<file path="config.mk">
export PLATFORM = sky130hd
export DESIGN_NAME = memory_stage
export DESIGN_NICKNAME = d
export VERILOG_FILES = /design/src/rtl/memory_stage.sv
export SDC_FILE = /design/constraint.sdc
export NUM_CORES = 1
export LEC_CHECK = 0
export ABC_AREA = 0
export CORE_UTILIZATION = 30
export CTS_CLUSTER_DIAMETER = 30
export DETAILED_ROUTE_END_ITERATION = 12
export DONT_BUFFER_PORTS = 1
export PLACE_DENSITY = 0.41
export SLEW_MARGIN = 20
export SYNTH_ARGS = -nofsm -noshare
export SYNTH_HDL_FRONTEND = slang
export SYNTH_SLANG_ARGS = --single-unit
export TNS_END_PERCENT = 10
</file>
<file path="constraint.sdc">
create_clock -name i_clk -period 2.9 [get_ports i_clk]
set_input_delay 0.29 -clock i_clk [delete_from_list [all_inputs] [get_ports i_clk]]
set_output_delay 0.29 -clock i_clk [all_outputs]
set_load 0.01 [all_outputs]
</file>
<file path="src/rtl/memory_stage.sv">
// rtl/memory_stage.sv - RV32I memory stage: EX/MEM register, data memory handshake, load extend, MEM/WB register
module memory_stage #(
  parameter int WIDTH   = 32,
  parameter int TIMEOUT = 16
) (
  input  logic             i_clk,
  input  logic             i_rst,
  input  logic             i_valid_e,
  input  logic [WIDTH-1:0] i_alu_result_e,
  input  logic [WIDTH-1:0] i_write_data_e,
  input  logic [WIDTH-1:0] i_pc_plus4_e,
  input  logic [4:0]       i_rd_e,
  input  logic             i_reg_write_e,
  input  logic             i_mem_read_e,
  input  logic             i_mem_write_e,
  input  logic [1:0]       i_result_src_e,
  input  logic [2:0]       i_funct3_e,
  output logic             o_mem_req,
  output logic             o_mem_we,
  output logic [WIDTH-1:0] o_mem_addr,
  output logic [WIDTH-1:0] o_mem_wdata,
  output logic [3:0]       o_mem_be,
  input  logic             i_mem_ready,
  input  logic [WIDTH-1:0] i_mem_rdata,
  output logic             o_stall_m,
  output logic [WIDTH-1:0] o_alu_result_m,
  output logic [4:0]       o_rd_m,
  output logic             o_reg_write_m,
  output logic             o_valid_w,
  output logic             o_reg_write_w,
  output logic [1:0]       o_result_src_w,
  output logic [4:0]       o_rd_w,
  output logic [WIDTH-1:0] o_alu_result_w,
  output logic [WIDTH-1:0] o_read_data_w,
  output logic [WIDTH-1:0] o_pc_plus4_w,
  output logic             o_misalign_m,
  output logic             o_bus_err_m
);

  localparam int CW = (TIMEOUT > 2) ? $clog2(TIMEOUT) : 1;
  localparam logic [CW-1:0] C_LAST = CW'(TIMEOUT - 1);

  typedef enum logic {S_IDLE, S_WAIT} state_t;

  state_t           r_state;
  logic [CW-1:0]    r_count;

  logic             r_valid_m;
  logic [WIDTH-1:0] r_alu_m;
  logic [WIDTH-1:0] r_wdata_m;
  logic [WIDTH-1:0] r_pc4_m;
  logic [4:0]       r_rd_m;
  logic             r_reg_write_m;
  logic             r_mem_read_m;
  logic             r_mem_write_m;
  logic [1:0]       r_result_src_m;
  logic [2:0]       r_funct3_m;

  logic             w_acc;
  logic             w_aligned;
  logic             w_abort;
  logic             w_req;
  logic             w_stall;
  logic             w_misalign;
  logic             w_load_done;
  logic [1:0]       w_off;
  logic [3:0]       w_be;
  logic [WIDTH-1:0] w_wdata;
  logic [7:0]       w_byte;
  logic [15:0]      w_half;
  logic [WIDTH-1:0] w_load_data;

  assign w_off = r_alu_m[1:0];
  assign w_acc = r_valid_m & (r_mem_read_m | r_mem_write_m);

  always_comb begin
    w_aligned = 1'b0;
    case (r_funct3_m[1:0])
      2'b00:   w_aligned = 1'b1;
      2'b01:   w_aligned = ~w_off[0];
      2'b10:   w_aligned = (w_off == 2'b00);
      default: w_aligned = 1'b0;
    endcase
  end

  // Abort fires on the last permitted wait cycle so the request is dropped in the same cycle.
  assign w_abort     = (r_state == S_WAIT) && (r_count == C_LAST) && !i_mem_ready;
  assign w_req       = w_acc & w_aligned & ~w_abort;
  assign w_stall     = w_req & ~i_mem_ready;
  assign w_misalign  = w_acc & ~w_aligned;
  assign w_load_done = w_req & ~r_mem_write_m & i_mem_ready;

  always_comb begin
    w_be    = 4'b1111;
    w_wdata = r_wdata_m;
    case (r_funct3_m[1:0])
      2'b00: begin
        w_be    = 4'b0001 << w_off;
        w_wdata = WIDTH'({4{r_wdata_m[7:0]}});
      end
      2'b01: begin
        w_be    = 4'b0011 << w_off;
        w_wdata = WIDTH'({2{r_wdata_m[15:0]}});
      end
      default: begin
        w_be    = 4'b1111;
        w_wdata = r_wdata_m;
      end
    endcase
  end

  always_comb begin
    w_byte = i_mem_rdata[7:0];
    case (w_off)
      2'd0: w_byte = i_mem_rdata[7:0];
      2'd1: w_byte = i_mem_rdata[15:8];
      2'd2: w_byte = i_mem_rdata[23:16];
      2'd3: w_byte = i_mem_rdata[31:24];
      default: w_byte = i_mem_rdata[7:0];
    endcase
    w_half = w_off[1] ? i_mem_rdata[31:16] : i_mem_rdata[15:0];
    case (r_funct3_m)
      3'b000:  w_load_data = {{(WIDTH-8){w_byte[7]}}, w_byte};
      3'b001:  w_load_data = {{(WIDTH-16){w_half[15]}}, w_half};
      3'b100:  w_load_data = {{(WIDTH-8){1'b0}}, w_byte};
      3'b101:  w_load_data = {{(WIDTH-16){1'b0}}, w_half};
      default: w_load_data = i_mem_rdata;
    endcase
  end

  always_ff @(posedge i_clk) begin
    if (i_rst) begin
      r_valid_m      <= 1'b0;
      r_alu_m        <= '0;
      r_wdata_m      <= '0;
      r_pc4_m        <= '0;
      r_rd_m         <= '0;
      r_reg_write_m  <= 1'b0;
      r_mem_read_m   <= 1'b0;
      r_mem_write_m  <= 1'b0;
      r_result_src_m <= '0;
      r_funct3_m     <= '0;
    end else if (!w_stall) begin
      r_valid_m      <= i_valid_e;
      r_alu_m        <= i_alu_result_e;
      r_wdata_m      <= i_write_data_e;
      r_pc4_m        <= i_pc_plus4_e;
      r_rd_m         <= i_rd_e;
      r_reg_write_m  <= i_reg_write_e;
      r_mem_read_m   <= i_mem_read_e;
      r_mem_write_m  <= i_mem_write_e;
      r_result_src_m <= i_result_src_e;
      r_funct3_m     <= i_funct3_e;
    end
  end

  always_ff @(posedge i_clk) begin
    if (i_rst) begin
      r_state <= S_IDLE;
      r_count <= '0;
    end else begin
      case (r_state)
        S_IDLE: begin
          if (w_req && !i_mem_ready) begin
            r_state <= S_WAIT;
            r_count <= CW'(1);
          end
        end
        S_WAIT: begin
          if (i_mem_ready || w_abort) begin
            r_state <= S_IDLE;
            r_count <= '0;
          end else begin
            r_count <= r_count + 1'b1;
          end
        end
        default: begin
          r_state <= S_IDLE;
          r_count <= '0;
        end
      endcase
    end
  end

  // While stalled, W receives a bubble but keeps its data fields.
  always_ff @(posedge i_clk) begin
    if (i_rst) begin
      o_valid_w      <= 1'b0;
      o_reg_write_w  <= 1'b0;
      o_result_src_w <= '0;
      o_rd_w         <= '0;
      o_alu_result_w <= '0;
      o_read_data_w  <= '0;
      o_pc_plus4_w   <= '0;
    end else if (w_stall) begin
      o_valid_w     <= 1'b0;
      o_reg_write_w <= 1'b0;
    end else begin
      o_valid_w      <= r_valid_m;
      o_reg_write_w  <= r_valid_m & r_reg_write_m & ~r_mem_write_m & ~w_misalign & ~w_abort;
      o_result_src_w <= r_result_src_m;
      o_rd_w         <= r_rd_m;
      o_alu_result_w <= r_alu_m;
      o_pc_plus4_w   <= r_pc4_m;
      if (w_load_done) o_read_data_w <= w_load_data;
    end
  end

  assign o_mem_req      = w_req;
  assign o_mem_we       = r_mem_write_m;
  assign o_mem_addr     = {r_alu_m[WIDTH-1:2], 2'b00};
  assign o_mem_wdata    = w_wdata;
  assign o_mem_be       = w_be;
  assign o_stall_m      = w_stall;
  assign o_alu_result_m = r_alu_m;
  assign o_rd_m         = r_rd_m;
  assign o_reg_write_m  = r_valid_m & r_reg_write_m;
  assign o_misalign_m   = w_misalign;
  assign o_bus_err_m    = w_abort;

endmodule

</file>
==> impl_results.md, run 1 <==
* Reg2Reg Setup Slack at roughly 0.18 ns
* GRT Total Usage at 0.186
* ANT cells at 0
* Startpoint Class: flip-flop
* Filler Cell Count at approximately 3000
* Met2 wire len at roughly 14000 µm
* Seq/Total Area, Yosys at 0.493
* Worst Path Max Fanout at 48
* Setup violations, final at 0
* Synthesized instance count at ~1100
* First-pass GRT wire length at about 45000 µm
* P per Cell Area at ~850 nW/µm²
* Die span in y at 175 µm
* Minimum clock period at approximately 2.7 ns
* Most frequent cells in the layout: nand2_1, dfxtp_1, a21oi_1
* Hpwl dp at about 18000 µm
* Core area at 29000 µm²
* Flops & latches, synth at 220
* Max-Cap Viols at 0
* Fmax at roughly 370 MHz
* Via density at 4.79
* CP max stage delay at between 0.5 and 0.6 ns
* Unrepaired setup endpoints after global routing: false
* Area of the multi-input gates at 3870 µm²
* Wire per inst at 17.4 µm
* Top Metal Used: met4
* HP Class: in2reg
* I/O Pins at 361
* Lkg Pwr at between 5 and 6 nW
* Worst setup path class: reg2reg
* Synthesis warning total at 0
* CP cell instances: or3_1 > a211oi_2 > o21ai_4 > inv_8 > buf_12 > nand2_1 > a21oi_1 > dlygate4sd3_1
* Final core occ at 0.440
* Grt total ovfl at 0
* Slowest-stage cell, CP: dlygate4sd3_1
* Largest net degree at the start of global routing at between 100 and 150
* Commonest non-fill, non-tap cell in the layout: nand2_1
* WP data arrival at roughly 3.2 ns
* M1 wire length at between 10000 and 15000 µm
* Status: completed
* CP Capture Type: flip-flop
* Clock sinks at 220
* Post-route insts no fill at 1681
* Starting density of the core at 0.308
* Dpl cells at 1406
* Total power at 10.8 mW
* Initial DRC Count at 365
* Design area at between 10000 and 15000 µm²
* Ys async rst share at 0
* Post-route ant nets at 0
* WL met3 at 2950 µm
* CTS tree: built
* Worst VDD drop at ~0.44 mV
* Final Cycle Share at 0.939
* Clock Tree Buf Depth at 3
* Distinct cells, synth at slightly above 40
* Horiz. Die Dim at 175 µm
* Placed Area at 8980 µm²
* Worst-Margin Slew at about 0.9 ns
* Reg area at 4410 µm²
* GPL Wtd Cong at around 0.78
* Drt pass-1 iters at 4
* # rows at 62
* Relative slew slack at 0.395
* Clock Skews at 0.0155 ns
* Post-Syn Area at 8930 µm²
* Number of nets in the layout at 1395
* TritonCTS Buffers at 57
* Post-synth EDFFs at 0
* Post-CTS Setup Inserts at 0
* Max-slew violations at 0
* Mapped Avg Cell Area at between 7 and 8 µm²
* H-tree depth at 2
* Fraction of layout cells with a size suffix above 1 at 0.122
* TNS Setup at 0 ns
* CTS clock-pin slew for the worst setup and hold paths at 0.05 ns
* Vias in the first global route at around 8000
* CP Data Required Time at 3.37 ns
* Initial antenna violation count at 0
* Hold Violations, Final at 0
* Clk_lat worst skew at 0.55 ns
* Drt drc at 0
* Die area at 30500 µm²
* Via count at 8050
* Final WL at 29300 µm
* IO buf count at 0
* Area grow syn2layout at 43.1%
* Root buf cell: clkbuf_16
* Most used DFF post-synth: dfxtp_1
## power by group
| part | internal, mW | leakage (nW) | switching (mW) |
|---|---|---|---|
| logic | 0.330 | 2.37 | 0.358 |
| clock network | 4.79 | 1.02 | 1.95 |
| registers | 3.19 | 1.81 | 0.192 |
## timing repair
item | CTS | global route
gates resized for setup | 0 | 3
setup endpoints to repair | 0 | 34
hold buffers | 168 | 0
hold endpoints to repair | 219 | 0
## area by class of cell
cell class,instances,share of cell area
clock buffers,68,0.122
clock inverters,39,0.0416
inverters,4,0.00176
multi-input cells,778,0.303
flip-flops and latches,220,0.345
well taps,384,0.0376
repair buffers,188,0.149
## per-stage QoR
stage	setup WS (ns)	hold slack, ns
floorplan	0.865	0.367
global placement	0.477	0.370
detailed placement	0.401	0.371
CTS	0.0660	0.0278
global route	0.00994	0.0540
finish	0.176	0.0567
## Yosys cell counts, types with 5 or more instances
master	number	area (µm²)
nor2_1	38	143
clkbuf_1	52	195
nor3b_1	8	60.1
dfxtp_1	220	4400
buf_1	11	41.3
a21oi_1	210	1050
nand2b_1	6	37.5
nor3_1	5	25.0
buf_4	40	300
mux2_2	25	282
a22oi_1	5	37.5
a211oi_1	24	180
a2bb2oi_1	6	52.6
o21ai_0	16	80.1
buf_2	23	115
mux2i_1	16	160
nand2_1	382	1430
## critical path, delay by kind of cell, from the launching register on
kind | cells | cell delay [ns]
buffers and inverters | 3 | 1.08
AOI/OAI and AO/OA | 3 | 0.66
and+or+nand+nor | 2 | 0.55
DFF | 1 | 0.30
## final timing paths
kind / start / endpoint / cells past startpoint
max: o_alu_result_m[0] / o_pc_plus4_w[17] / 8
min: i_mem_rdata[10] / o_read_data_w[10] / 3
max reg2reg: o_alu_result_m[0] / o_pc_plus4_w[17] / 8
min reg2reg: r_wdata_m[17] / r_wdata_m[17] / 2
## metal layers
layer	GRT usage	vias to the layer above
li1	-	3972
met1	0.213	3726
met5	0	-
met4	0.0547	0
met2	0.313	306
met3	0.0781	46
## state kept, by name, summed over array words and instances (netlist names), 2 cells and up
| register | flops |
|---|---|
| o_alu_result_m | 32 |
| o_alu_result_w | 32 |
| o_pc_plus4_w | 32 |
| o_read_data_w | 32 |
| r_pc4_m | 32 |
| r_wdata_m | 32 |
| o_rd_m | 5 |
| o_rd_w | 5 |
| r_count | 4 |
| r_funct3_m | 3 |
| o_result_src_w | 2 |
| r_result_src_m | 2 |
## cell families (layout without fill, tap and decap cells)
kind of cell             count (synthesis)  count (layout)  share of synthesized area
AO/OA/AOI/OAI                          281             281                      0.178
adder cells (fa/ha/maj)                  1               1                    0.00140
buffers and inverters                  130             299                     0.0747
flip-flops                             220             220                      0.493
multiplexers                            41              41                     0.0495
other                                    1               2                   0.000420
AND/OR/NAND/NOR                        453             453                      0.203
(Power assumes the default switching activity.)
==> run 2: changes to the inputs <==
- ABC_AREA: 0 -> 1
==> run 2 against run 1 <==
- total power shrank 3.2%
- sequential power is essentially flat
- sequential share of layout area grew 0.93 points
- clock skew shrank 0.0044 ns
- largest power group unchanged
- highest routed layer unchanged
- critical path type unchanged
- synthesized cell count grew 13%
==> impl_results.md, run 2 <==
* Initial DRC Count at between 400 and 500
* WP data arrival at 3.16 ns
* Total power at approximately 10 mW
* IO buf count at 0
* Worst Path Max Fanout at 186
* Post-route ant nets at 0
* R2R Path End: r_pc4_m[7]
* Unrepaired setup endpoints after global routing: false
* End of the critical path: r_pc4_m[7]
* Final core occ at 0.419
* Die area at a little over 30000 µm²
* CP Data Required Time at 3.39 ns
* Setup violations, final at 0
* TNS Setup at 0 ns
* Area leader, netlist: dfxtp_1
* Status: completed
* GRT Total Usage at 0.178
* Clock Tree Buf Depth at 3
* Post-Syn Area at 9100 µm²
* Final Cycle Share at 0.921
* Relative slew slack at 0.437
* Startpoint Class: flip-flop
* Area grow syn2layout at 36.7%
* Worst setup path class: reg2reg
* Worst-Margin Slew at between 0.8 and 0.9 ns
* Horiz. Die Dim at 176 µm
* Drt pass-1 iters at 5
* Area contributors post-synth: dfxtp_1, nand2_1, a21oi_1
* I/O Pins at 361
* Worst Hold Depth at 4
* Synthesis warning total at 0
* CTS clock-pin slew for the worst setup and hold paths at roughly 0.04 ns
* Via count at roughly 8500
* Top-count cell post-synth: nand2_1
* Share of the synthesized area in the top cell type at 0.484
* CTS tree: built
* Ys async rst share at 0
* Most used DFF post-synth: dfxtp_1
* Max-slew violations at 0
* Core area at 29700 µm²
* Starting density of the core at 0.306
* Mapped Avg Cell Area at 7.12 µm²
* Wire per inst at 16.1 µm
* H-tree depth at 2
* Most frequent cells in the layout: nand2_1, dfxtp_1, a21oi_1
* Area of the multi-input gates at about 3800 µm²
* Distinct cells, synth at 28
* HP Class: in2reg
* Clock sinks at 220
* # rows at 63
* Final WL at 29000 µm
* Commonest non-fill, non-tap cell in the layout: nand2_1
* Minimum clock period at ~2.7 ns
* Seq/Total Area, Yosys at 0.484
* TritonCTS Buffers at 58
* Fraction of layout cells with a size suffix above 1 at 0.0837
* Flops & latches, synth at 220
* Fmax at 374 MHz
* Lkg Pwr at ~5.3 nW
* CP Capture Type: flip-flop
* Clock Skews at ~0.011 ns
* Die span in y at 176 µm
* Initial antenna violation count at 1
* Clk_lat worst skew at 0.55 ns
* Reg2Reg Setup Slack at ~0.23 ns
* Worst Setup SP: r_count[0]
* R2R cell count at 9
* Commonest cells post-synth: nand2_1, dfxtp_1, a21oi_1
* RR Startpoint: r_count[0]
* Root buf cell: clkbuf_16
* Reg area at approximately 4400 µm²
* Post-CTS Setup Inserts at 0
* P per Cell Area at approximately 840 nW/µm²
* Vias in the first global route at about 8000
* Largest net degree at the start of global routing at about 190
* GPL Wtd Cong at 0.808
* Synthesized instance count at 1278
* Grt total ovfl at 0
* Worst VDD drop at 0.477 mV
* Hpwl dp at ~17000 µm
* Hold Violations, Final at 0
* Via density at 4.70
* First-pass GRT wire length at 44200 µm
* Max-Cap Viols at 0
* Filler Cell Count at 3123
* Number of nets in the layout at 1510
* Post-synth EDFFs at 0
* Drt drc at 0
==> run 2: cell count changes after synthesis, sizes merged, moves of 16 or more <==
cell / delta
inv: +44
nor2: +32
a211oi: -25
mux2: -25
o21ai: +28
nand2: +149
a21oi: -16
mux2i: -16
==> run 2: layout make-up <==
class,instances,share of cell area
Sequential cell,220,0.354
Multi-Input combinational cell,884,0.304
Clock buffer,85,0.136
Timing Repair Buffer,152,0.128
Tap cell,390,0.0392
Clock inverter,20,0.0238
Inverter,48,0.0149
Antenna cell,1,0.000201
==> run 2: power breakdown <==
group / internal, mW / switching [mW] / leakage (nW) / total (mW)
Clock: 4.59 / 1.81 / 0.982 / 6.40
Sequential: 3.20 / 0.193 / 1.81 / 3.39
Combinational: 0.289 / 0.375 / 2.47 / 0.664
==> run 2: worst min-delay path by stage <==
stage                    startpoint                  to  slack, ns
floorplan                 i_valid_e           r_valid_m       0.41
finish               i_mem_rdata[6]    o_read_data_w[6]       0.04
global route        i_mem_rdata[15]   o_read_data_w[15]       0.05
global placement              i_rst  o_alu_result_m[31]       0.37
detailed placement            i_rst           o_rd_m[4]       0.37
CTS                  i_mem_rdata[6]    o_read_data_w[6]       0.02
==> run 2: layer usage <==
layer | vias to the layer above | part of all wire | GRT usage
li1 | 4208 | - | -
met3 | 65 | 0.085 | 0.0586
met1 | 3881 | 0.43 | 0.221
met4 | 0 | 0.027 | 0.0692
met5 | - | 0 | 0
met2 | 307 | 0.45 | 0.284
==> run 2: repair_timing <==
| action | CTS | global route |
|---|---|---|
| hold buffers | 143 | 0 |
| gates resized for setup | 0 | 1 |
| setup endpoints to repair | 0 | 2 |
| endpoints found under the hold margin | 207 | 0 |
==> run 2: worst max-delay path: stages, from the launching register on <==
cell and delay (ns):
dfxtp_1 0.36, ha_1 0.23, nand3_2 0.14, nor2_4 0.22
nor2_4 0.07, nand3_4 0.11, buf_16 0.47, nand2_1 0.12
a21oi_1 0.18, dlygate4sd3_1 0.56
==> run 2: per-stage QoR <==
stage,cells,hold slack [ns],setup WS (ns),instance area [µm²]
2_1_floorplan,1279,0.414,1.28,9100
3_3_place_gp,1551,0.372,0.774,8990
3_5_place_dp,1551,0.372,0.715,8990
4_1_cts,1799,0.0231,0.186,12400
5_1_grt,1800,0.0525,0.00773,12400
6_report,1800,0.0397,0.229,12400
==> run 2: cells by family after synthesis <==
kind of cell | synth area share
other | 0.000412
DFF | 0.484
AOI/OAI and AO/OA | 0.147
adders and majority gates | 0.00137
and+or+nand+nor | 0.265
xor gates and xnor gates | 0.000963
buffers and inverters | 0.101
==> run 3: changes to the inputs <==
- RECOVER_POWER: default -> 100
==> run 3 against run 2 <==
- cell count is the same
- non-clock buffer count is the same
- die area did not move
- global-route usage unchanged
- sequential cell count unchanged
- clock skew barely moved
- first-iteration DRC count is 8.8% lower
- via count about the same
- sequential share of layout area about the same
- sequential power barely moved
- register-to-register slack hardly changed
- worst hold slack hardly changed
==> impl_results.md, run 3 (synthesis results as in run 2) <==
* Status: completed
* Clock Power Share at 0.612
* Sw Ratio at 0.228
* Starting density of the core at 0.306
* CP Data Required Time at 3.39 ns
* Hold Violations, Final at 0
* Clock sinks at 220
* CP cell instances: ha_1 > nand3_2 > nor2_4 > nor2_4 > nand3_4 > buf_16 > nand2_1 > a21oi_1 > dlygate4sd3_1
* Met1 Track Usage GR at 0.221
* CTS tree: built
* Number of nets in the layout at 1510
* Worst VDD drop at between 0.4 and 0.5 mV
* Filler Cell Count at 3124
* Internal power at 8.08 mW
* Placed Area at 8990 µm²
* Die span in y at roughly 180 µm
* Busiest layer in global routing: met2
* Final Cycle Share at 0.923
* Clock Tree Buf Depth at 3
* Root buf cell: clkbuf_16
* P per Cell Area at between 800 and 900 nW/µm²
* H-tree depth at 2
* Post-CTS Setup Inserts at 0
* Clk_lat worst skew at 0.55 ns
* Area grow syn2layout at 36.6%
* Via count at between 8000 and 9000
* # rows at 63
* Largest net degree at the start of global routing at 187
* CP max stage delay at roughly 0.56 ns
* TritonCTS Buffers at 58
* Most used cell, CP: nor2_4
* Setup violations, final at 0
* Share of power burned in registers at 0.324
* Vias in the first global route at approximately 8000
* Met2 usage at 0.284
* Horiz. Die Dim at 176 µm
* Initial antenna violation count at 1
* Met3 usage at 0.0586
* CP Capture Type: flip-flop
* Clock Skews at 0.0116 ns
* Drt drc at 0
* Worst Path Max Fanout at between 150 and 200
* Post-route ant nets at 0
* Most frequent cells in the layout: nand2_1, dfxtp_1, a21oi_1
* IO buf count at 0
* HP Class: in2reg
* Fmax at ~370 MHz
* Worst setup path class: reg2reg
* GPL Wtd Cong at just over 0.8
* Switching power at between 2 and 2.5 mW
* Lkg Pwr at 5.27 nW
* Core area at 29700 µm²
* I/O Pins at 361
* Grt total ovfl at 0
* Initial DRC Count at roughly 420
* Startpoint Class: flip-flop
* Worst-Margin Slew at 1.14 ns
* Max-slew violations at 0
* First-pass GRT wire length at approximately 44000 µm
* Power share of the combinational group at 0.063
* TNS Setup at 0 ns
* Slowest-stage cell, CP: dlygate4sd3_1
* Commonest non-fill, non-tap cell in the layout: nand2_1
* Fraction of layout cells with a size suffix above 1 at 0.0816
* Relative slew slack at 0.243
* WP data arrival at 3.17 ns
* Hpwl dp at 17300 µm
* Minimum clock period at 2.68 ns
* CTS clock-pin slew for the worst setup and hold paths at approximately 0.04 ns
* Die area at around 31000 µm²
* Max-Cap Viols at 0
* Design area at 12400 µm²
* Final WL at 29000 µm
* Wire per inst at 16.1 µm
* Via density at about 4.7
* Unrepaired setup endpoints after global routing: false
* Drt pass-1 iters at 4
* GRT Total Usage at 0.178
-- run 3: cell types whose count changed in the layout (fill, tap and decap cells not counted), sizes merged --
cell,change
buf,-2
clkbuf,+2
-- run 3: metrics by stage --
stage | utilization | hold WS, ns | instances | worst slack [ns] | total power, mW
final | 0.418 | 0.0399 | 1800 | 0.222 | 10.5
after global routing | 0.418 | 0.0525 | 1800 | 0.00815 | 10.9
after CTS | 0.418 | 0.0231 | 1799 | 0.186 | 10.6
after detailed placement | 0.302 | 0.372 | 1551 | 0.715 | 3.91
after global placement | 0.302 | 0.372 | 1551 | 0.774 | 3.90
after floorplan | - | 0.414 | 1279 | 1.28 | 3.85
-- run 3: repair_timing --
item / 4_1_cts / 5_1_grt
resized for setup: 0 / 1
hold endpoints to repair: 207 / 0
endpoints found under the setup margin: 0 / 2
hold buffers: 143 / 0
-- run 3: worst paths after layout --
path	start	to	slack, ns	cells after the start
worst max-delay path	r_count[0]	r_pc4_m[7]	0.22	9
worst min-delay path	i_mem_rdata[6]	o_read_data_w[6]	0.04	4
worst max register to register	r_count[0]	r_pc4_m[7]	0.22	9
worst min register to register	r_pc4_m[5]	o_pc_plus4_w[5]	0.46	2
-- run 3: layout make-up --
| type | count | area [µm²] | share of cell area |
|---|---|---|---|
| antenna | 1 | 2.50 | 0.000201 |
| clock buffer | 85 | 1690 | 0.136 |
| clock inverter | 20 | 297 | 0.0239 |
| inverter | 48 | 185 | 0.0149 |
| multi-input combinational | 884 | 3780 | 0.304 |
| sequential | 220 | 4410 | 0.354 |
| tap | 390 | 488 | 0.0393 |
| timing repair buffer | 152 | 1580 | 0.127 |
-- run 3: power by group through the flow --
stage | sequential (mW) | combinational (mW) | clock [mW]
final | 3.39 | 0.664 | 6.41
after CTS | 3.39 | 0.672 | 6.53
after floorplan | 3.37 | 0.478 | 0
after global routing | 3.41 | 0.745 | 6.72
after detailed placement | 3.44 | 0.468 | 0
after global placement | 3.44 | 0.461 | 0
-- run 3: critical path, delay by kind of cell, from the launching register on --
| family | cells | cell delay, ns |
|---|---|---|
| AO/OA/AOI/OAI | 1 | 0.19 |
| buffers and inverters | 2 | 1.02 |
| AND/OR/NAND/NOR | 5 | 0.66 |
| adder cells (fa/ha/maj) | 1 | 0.23 |
| flip-flops | 1 | 0.36 |
-- run 3: metal layers --
| metal | part of all wire | vias to the layer above |
|---|---|---|
| met5 | 0 | - |
| met4 | 0.028 | 0 |
| met3 | 0.081 | 65 |
| met2 | 0.46 | 304 |
| met1 | 0.44 | 3889 |
| li1 | - | 4209 |
